[config.mk]
export PLATFORM = sky130hd
export DESIGN_NAME = memory_arbiter
export DESIGN_NICKNAME = d
export VERILOG_FILES = /design/src/rtl/memory_arbiter.sv
export SDC_FILE = /design/constraint.sdc
export NUM_CORES = 1
export LEC_CHECK = 0
export CAP_MARGIN = 20
export CORE_AREA = 2 2 170 172
export CTS_BUF_LIST = sky130_fd_sc_hd__clkbuf_4 sky130_fd_sc_hd__clkbuf_8
export DETAILED_ROUTE_END_ITERATION = 6
export DIE_AREA = 0 0 172 174
export GPL_TIMING_DRIVEN = 0
export PLACE_DENSITY = 0.5
export SYNTH_ARGS = -nofsm -noshare
export SYNTH_HDL_FRONTEND = slang
export SYNTH_SLANG_ARGS = --single-unit
[constraint.sdc]
create_clock -name CLK -period 2.7 [get_ports CLK]
set_clock_uncertainty 0.1 [all_clocks]
set_input_delay 0.27 -clock CLK [delete_from_list [all_inputs] [get_ports CLK]]
set_output_delay 0.27 -clock CLK [all_outputs]
set_load 0.01 [all_outputs]
[src/rtl/memory_arbiter.sv]
// memory_arbiter: registered round-robin arbiter sharing one RAM port among
// CPUS cores, each with a dcache slot (2k) and an icache slot (2k+1).
// A grant is held until the RAM answers ACCESS, the requestor drops its
// request, or the RAM reports ERROR.
// Optional feature macro: MEMARB_PERF_EN adds per-slot completion counters
// on the grant_cnt port.
// ramstate encoding: 0 FREE, 1 BUSY, 2 ACCESS, 3 ERROR.
module memory_arbiter #(
   parameter int unsigned CPUS   = 2,
   parameter int unsigned WORD_W = 32
) (
   input  logic                   CLK,
   input  logic                   nRST,
   input  logic [CPUS-1:0]        iREN,
   input  logic [CPUS*WORD_W-1:0] iaddr,
   input  logic [CPUS-1:0]        dREN,
   input  logic [CPUS-1:0]        dWEN,
   input  logic [CPUS*WORD_W-1:0] daddr,
   input  logic [CPUS*WORD_W-1:0] dstore,
   input  logic [WORD_W-1:0]      ramload,
   input  logic [1:0]             ramstate,
   output logic [CPUS-1:0]        iwait,
   output logic [CPUS-1:0]        dwait,
   output logic [CPUS*WORD_W-1:0] iload,
   output logic [CPUS*WORD_W-1:0] dload,
   output logic [WORD_W-1:0]      ramaddr,
   output logic [WORD_W-1:0]      ramstore,
   output logic                   ramREN,
   output logic                   ramWEN
`ifdef MEMARB_PERF_EN
   ,
   output logic [2*CPUS*32-1:0]   grant_cnt
`endif
);

   localparam int unsigned NSLOTS = 2 * CPUS;
   localparam int unsigned SLOT_W = (NSLOTS > 1) ? $clog2(NSLOTS) : 1;

   localparam logic [1:0] RamAccess = 2'd2;
   localparam logic [1:0] RamError  = 2'd3;

   typedef enum logic [0:0] {StIdle, StServe} state_e;

   state_e            state_q, state_d;
   logic [SLOT_W-1:0] gnt_q, gnt_d;
   logic [SLOT_W-1:0] rr_ptr_q, rr_ptr_d;

   logic [NSLOTS-1:0] req;
   logic [SLOT_W-1:0] pick;
   logic              any_req;

   // Per-slot request vector: even slots are dcache, odd slots icache.
   always_comb begin
      req = '0;
      for (int unsigned k = 0; k < CPUS; k++) begin
         req[2*k]   = dWEN[k] | dREN[k];
         req[2*k+1] = iREN[k];
      end
   end

   // Round-robin search: first requesting slot at or after rr_ptr_q, wrapping.
   always_comb begin
      int unsigned idx;
      pick    = '0;
      any_req = 1'b0;
      idx     = 0;
      for (int unsigned i = 0; i < NSLOTS; i++) begin
         idx = (32'(rr_ptr_q) + i) % NSLOTS;
         if (!any_req && req[SLOT_W'(idx)]) begin
            any_req = 1'b1;
            pick    = SLOT_W'(idx);
         end
      end
   end

   // Next-state logic for the IDLE/SERVE FSM, grant and round-robin pointer.
   always_comb begin
      int unsigned nxt;
      state_d  = state_q;
      gnt_d    = gnt_q;
      rr_ptr_d = rr_ptr_q;
      nxt      = (32'(gnt_q) + 32'd1) % NSLOTS;
      case (state_q)
         StIdle: begin
            if (any_req) begin
               gnt_d   = pick;
               state_d = StServe;
            end
         end
         StServe: begin
            if (!req[gnt_q]) begin
               // Requestor withdrew: abort silently, fairness pointer untouched.
               state_d = StIdle;
            end else if (ramstate == RamAccess) begin
               state_d  = StIdle;
               rr_ptr_d = SLOT_W'(nxt);
            end else if (ramstate == RamError) begin
               state_d = StIdle;
            end
         end
         default: state_d = StIdle;
      endcase
   end

   // State registers with synchronous active-low reset.
   always_ff @(posedge CLK) begin
      if (!nRST) begin
         state_q  <= StIdle;
         gnt_q    <= '0;
         rr_ptr_q <= '0;
      end else begin
         state_q  <= state_d;
         gnt_q    <= gnt_d;
         rr_ptr_q <= rr_ptr_d;
      end
   end

   // RAM port and cache responses, driven only from the granted slot's live inputs.
   always_comb begin
      iwait    = '1;
      dwait    = '1;
      iload    = '0;
      dload    = '0;
      ramaddr  = '0;
      ramstore = '0;
      ramREN   = 1'b0;
      ramWEN   = 1'b0;
      if (state_q == StServe && req[gnt_q]) begin
         for (int unsigned k = 0; k < CPUS; k++) begin
            if (32'(gnt_q) == 2 * k) begin
               // Write wins over read when both are raised.
               if (dWEN[k]) begin
                  ramWEN   = 1'b1;
                  ramaddr  = daddr[k*WORD_W +: WORD_W];
                  ramstore = dstore[k*WORD_W +: WORD_W];
               end else begin
                  ramREN  = 1'b1;
                  ramaddr = daddr[k*WORD_W +: WORD_W];
               end
               if (ramstate == RamAccess) begin
                  dwait[k] = 1'b0;
                  if (!dWEN[k]) begin
                     dload[k*WORD_W +: WORD_W] = ramload;
                  end
               end
            end
            if (32'(gnt_q) == 2 * k + 1) begin
               ramREN  = 1'b1;
               ramaddr = iaddr[k*WORD_W +: WORD_W];
               if (ramstate == RamAccess) begin
                  iwait[k]                  = 1'b0;
                  iload[k*WORD_W +: WORD_W] = ramload;
               end
            end
         end
      end
   end

`ifdef MEMARB_PERF_EN
   logic                   ack_done;
   logic [NSLOTS-1:0][31:0] cnt_q;

   assign ack_done  = (state_q == StServe) && req[gnt_q] && (ramstate == RamAccess);
   assign grant_cnt = cnt_q;

   // Completed-transaction counters; aborts and errors are not counted.
   always_ff @(posedge CLK) begin
      if (!nRST) begin
         cnt_q <= '0;
      end else if (ack_done) begin
         cnt_q[gnt_q] <= cnt_q[gnt_q] + 32'd1;
      end
   end
`endif

endmodule

=== Word-level counts from Yosys, hierarchy flattened ===
Cells that the tools add are included.

* Bits in registers: 5
* Input port bits: 234
* Logic and storage cells: 93

* Add/sub/neg operators: 4
* Magnitude comparators: 5
* Eq/ne operators: 5
* Muxes and demuxes: 63
* Bitwise logic cells: 3
* Reduce and logical (&&, ||, !) cells: 10

{| class="wikitable"
|+ Operator list
! operator !! count
|-
| two-way mux 32 bit || 19
|-
| two-way mux 64 bit || 2
|-
| two-way mux 1 bit || 30
|-
| < comparator 2 x 3 -> 1 bit, second input constant || 5
|-
| two-way mux 2 bit || 6
|-
| binary-select mux 1 bit (select 2 bit) || 5
|-
| equality test 2 bit, second input constant || 4
|-
| adder 2 x 1 -> 2 bit, second input constant || 2
|-
| adder 2 bit, second input constant || 2
|-
| logical AND 1 bit || 4
|-
| zero test 1 bit || 3
|-
| AND reduction 3 bit || 1
|-
| equality test 2 x 1 -> 1 bit, second input constant || 1
|-
| zero test 2 bit || 1
|-
| bitwise OR 1 bit || 2
|-
| one-hot mux 1 bit (2 select lines) || 1
|-
| AND reduction 2 bit || 1
|-
| NOT 1 bit || 1
|}

=== Longest topological paths before layout ===
* Depth after elaboration: 15
* Mapped depth: 8
* Depth with buffers taken out: 6

=== Worst setup path before layout ===
Ideal clock, no wire load.

* Kind: reg-to-output
* Start point: register gnt_q[0]
* End point: output port ramstore[10]
* Arrival: 1.842 ns
* Setup slack: 0.488 ns
* Stages on the path, launching flop included: 9
* Cells stage by stage: dfxtp_1 -> inv_1 -> ha_1 -> and2_1 -> clkbuf_1 -> nor2_1 -> clkbuf_1 -> a22oi_1 -> nor2_1

* Cells in the longest elaborated chain, start to end: 5
* Elaborated cells on any way between the ends: 9

{| class="wikitable"
|+ RTL lines
! item !! line !! text
|-
| start, declared || 45 || <nowiki>logic [SLOT_W-1:0] gnt_q, gnt_d;</nowiki>
|-
| start signal, assigned || 113 || <nowiki>gnt_q <= gnt_d;</nowiki>
|-
| zero test 2 bit || 130 || <nowiki>if (32'(gnt_q) == 2 * k) begin</nowiki>
|-
| two-way mux 32 bit || 130 ||
|-
| two-way mux 32 bit || 132 || <nowiki>if (dWEN[k]) begin</nowiki>
|-
| two-way mux 32 bit || 130 ||
|-
| two-way mux 32 bit (*) || 128 || <nowiki>if (state_q == StServe && req[gnt_q]) begin</nowiki>
|-
| end, declared || 27 || <nowiki>output logic [WORD_W-1:0] ramstore,</nowiki>
|}

Every way passes the cells marked *; elsewhere a longest branch is shown, timed or not. The select of a mux whose other input is x is not followed.

=== Worst setup path in the final report ===
* Start point: register gnt_q[0]
* End point: output port iload[39]

* Cells in the longest elaborated chain, start to end: 4
* Elaborated cells on any way between the ends: 6

{| class="wikitable"
|+ RTL lines
! item !! line !! text
|-
| binary-select mux 1 bit (select 2 bit) || 128 ||
|-
| two-way mux 1 bit (implied by the code) || 128 ||
|-
| logical AND 1 bit || 128 ||
|-
| two-way mux 64 bit (*) || 128 ||
|-
| end, declared || 24 || <nowiki>output logic [CPUS*WORD_W-1:0] iload,</nowiki>
|}

Marks and branches as above.

==> reports/metrics.yaml <==
power:
  power.total_mw: 1.412
  power.density_mw_per_mm2: 174.6
  power_leakage_nw: 3.853
  p_sw_mw: 0.5442
  clkPwrFrac_pct: 10.5
  peakVddDrop_mv: 0.1462
  swShare_pct: 38.54
  p_seq_share_pct: 6.4
  p_int_mw: 0.8679
  comb_power_share_pct: 83.1
cells_and_area:
  fillers: 3181
  num_antenna_cells: 0
  final_common_cell: "clkdlybuf4s50_1"
  area_growth_pct: 177.6
  final_cell_mix: "240 x clkdlybuf4s50_1, 187 x dlygate4sd2_1, 127 x and2_1, 42 x nand2_1, 37 x a21oi_1"
  drive_gt1_share_pct: 10.66
  final_nets: 1168
  instances_no_fill: 1313
yosys:
  ys_seq_area_share_pct: 3.436
  synth.avg_cell_area_um2: 6.211
  synth_edf_count: 0
  yosysWarnings: 0
  synth_cell_types: 33
  async_reset_ff_share_pct: 0
  ys.flop_type: "dfxtp_1"
  ys_seq_elements: 5
  synthCells: 469
  syn_area_mm2: 0.002913
  synth_nets: 707
floorplanning:
  dieArea_mm2: 0.02993
  rows: 62
  ios: 432
  die_w_um: 172
  die_y_um: 174
  start_util_pct: 10.32
  fp.coreArea_mm2: 0.02824
grt:
  grt_overflow: 0
  antenna_found_initial: 2
  grt_first_pass_wirelength_mm: 30.75
  grt_pass1_vias: 5214
  gr-usage-all-layers_pct: 13.35
  grt_max_degree: 11
routing:
  drt-total-wl_mm: 21.84
  route.detailed.drc: 0
  num_vias: 5244
  first_iter_violations: 174
  viasPerCell: 3.994
  drtPass1Iterations: 4
  avgRoutedWirePerCell_um: 16.64
  ant_nets: 0
placement:
  hpwlAfterDp_mm: 17.92
  place_inst: 1284
  io_buffers: 431
  gp_congestion: 0.7797
worst_setup_path:
  critPathKind: "reg2out"
  critPathMaxStageDelay_ns: 0.39
  path_buf_inv: 5
  cp-start-kind: "flop"
  cp.arrival_ns: 2.24
  worst_path_most_repeated_cell: "buf_4"
  critPathRequiredTime_ns: 2.33
  critPathTopFamily: "buffers and inverters"
  timing.critical_path.slowest_stage_cell: "or3_4"
  cp_cell_sequence: "or3_4 > o2111ai_4 > buf_4 > a211oi_4 > buf_6 > buf_4 > clkbuf_8 > and2_1 > dlygate4sd2_1"
  end_kind: "output port"
  critical_path_peak_fanout: 10
flow_run:
  maxCapViolCount: 0
timing:
  whs_ns: 0.3858
  min_period_over_period_pct: 96.81
  slew-limit-headroom_pct: 58.71
  min_period_ns: 2.614
  setup_viol_count_final: 0
  hold_viol: 0
  maxSlewViolCount: 0
  timing.fmax_mhz: 382.6
  tightest_slew_ns: 0.6194
clock_network:
  root_buffer: "clkbuf_8"
  ctsHtreeMaxLevel: 1
  clk_path_buf_depth: 2
  cts_tree: "done"
  clkLatencyLatePin_ns: 0.22
  cts_buffers: 3
  cts.sinks: 5
  cts.hold.buffers_added: 0
  path_clk_slew_ns: 0.04
hold_path:
  worstHoldPathType: "reg2reg"
outcome:
  status: "finished clean"
-- metal layers --
layer | vias up | wire, um | track usage [%]
met1 | 2424 | 8678 | 15.46
met5 | - | 24 | 0
li1 | 2552 | - | -
met4 | 4 | 188 | 1.296
met2 | 248 | 11090 | 25.45
met3 | 16 | 1862 | 3.074
-- registers in the layout, indices dropped and copies added (netlist names) --
register,cells
gnt_q,2
rr_ptr_q,2
state_q,1
-- logic make-up (layout without fill, tap and decap cells) --
logic type / Yosys count / after routing / synth area share, %
AOI/OAI and AO/OA: 121 / 121 / 32.73
adders and majority gates: 4 / 4 / 1.718
buffers and inverters: 56 / 516 / 9.235
DFF: 5 / 5 / 3.437
muxes: 2 / 2 / 0.6873
and+or+nand+nor: 281 / 281 / 52.19
-- repair_timing --
item                                    4_1_cts  5_1_grt
endpoints found under the setup margin      198       67
pin swaps                                     6        1
resized for setup                           287       13
buffers inserted                             21        5
cloned                                        2        0
-- worst register-to-register path, stage by stage (launching register included) --
cell,delay (ns)
dfxtp_4,0.36
or3_4,0.40
o2111ai_4,0.14
buf_4,0.19
buf_4,0.11
a21oi_4,0.08
mux2i_1,0.14
-- cell usage after synthesis (4+ instances only) --
library cell / instances / area share, %
a21oi_1: 38 / 6.5
a221o_1: 31 / 11
a22oi_1: 33 / 8.5
and2_1: 130 / 28
buf_2: 5 / 0.86
buf_6: 5 / 1.9
clkbuf_1: 23 / 3.0
clkbuf_2: 12 / 2.1
dfxtp_1: 5 / 3.4
ha_1: 4 / 1.7
inv_1: 9 / 1.2
nand2_1: 42 / 5.4
nand2b_1: 34 / 7.3
nand3_1: 31 / 5.3
nor2_1: 37 / 4.8
o21ai_0: 5 / 0.86
-- area by class of cell --
type                            count  area [um^2]  area share [%]
Clock buffer                        4        48.80          0.6034
Inverter                            9        38.79          0.4797
Buffer                             44        422.9           5.230
Sequential cell                     5        108.9           1.346
Tap cell                          384        480.5           5.942
Timing Repair Buffer              459         4333           53.58
Multi-Input combinational cell    408         2654           32.82
-- path summary, 6_finish.rpt --
path                    start  depth (start not counted)  slack [ns]           to
setup / recovery     gnt_q[0]                          9        0.09    iload[39]
hold / removal    rr_ptr_q[0]                          2        0.39  rr_ptr_q[0]
setup reg to reg     gnt_q[0]                          6        1.06  rr_ptr_q[0]
hold reg to reg   rr_ptr_q[0]                          2        0.39  rr_ptr_q[0]
-- through the flow --
step / instance area [um^2] / worst slack, ns / setup TNS [ns] / util (%)
floorplan: 2913 / 0.4883 / 0 / -
global route: 8087 / -0.0005378 / -0.0005378 / 28.64
detailed placement: 7707 / -0.7552 / -100.29 / 27.30
CTS: 8031 / 0.002745 / 0 / 28.44
finish: 8087 / 0.08603 / 0 / 28.64
global placement: 7707 / -0.6987 / -92.46 / 27.30
-- power by group through the flow --
stage | sequential, mW | combinational [mW] | clock, mW
after global placement | 0.0884 | 1.13 | 0
after CTS | 0.0915 | 1.17 | 0.153
after detailed placement | 0.0886 | 1.13 | 0
after floorplan | 0.0868 | 0.449 | 0
final | 0.0902 | 1.17 | 0.149
after global routing | 0.0911 | 1.27 | 0.160
Power figures use the tool's default switching activity.
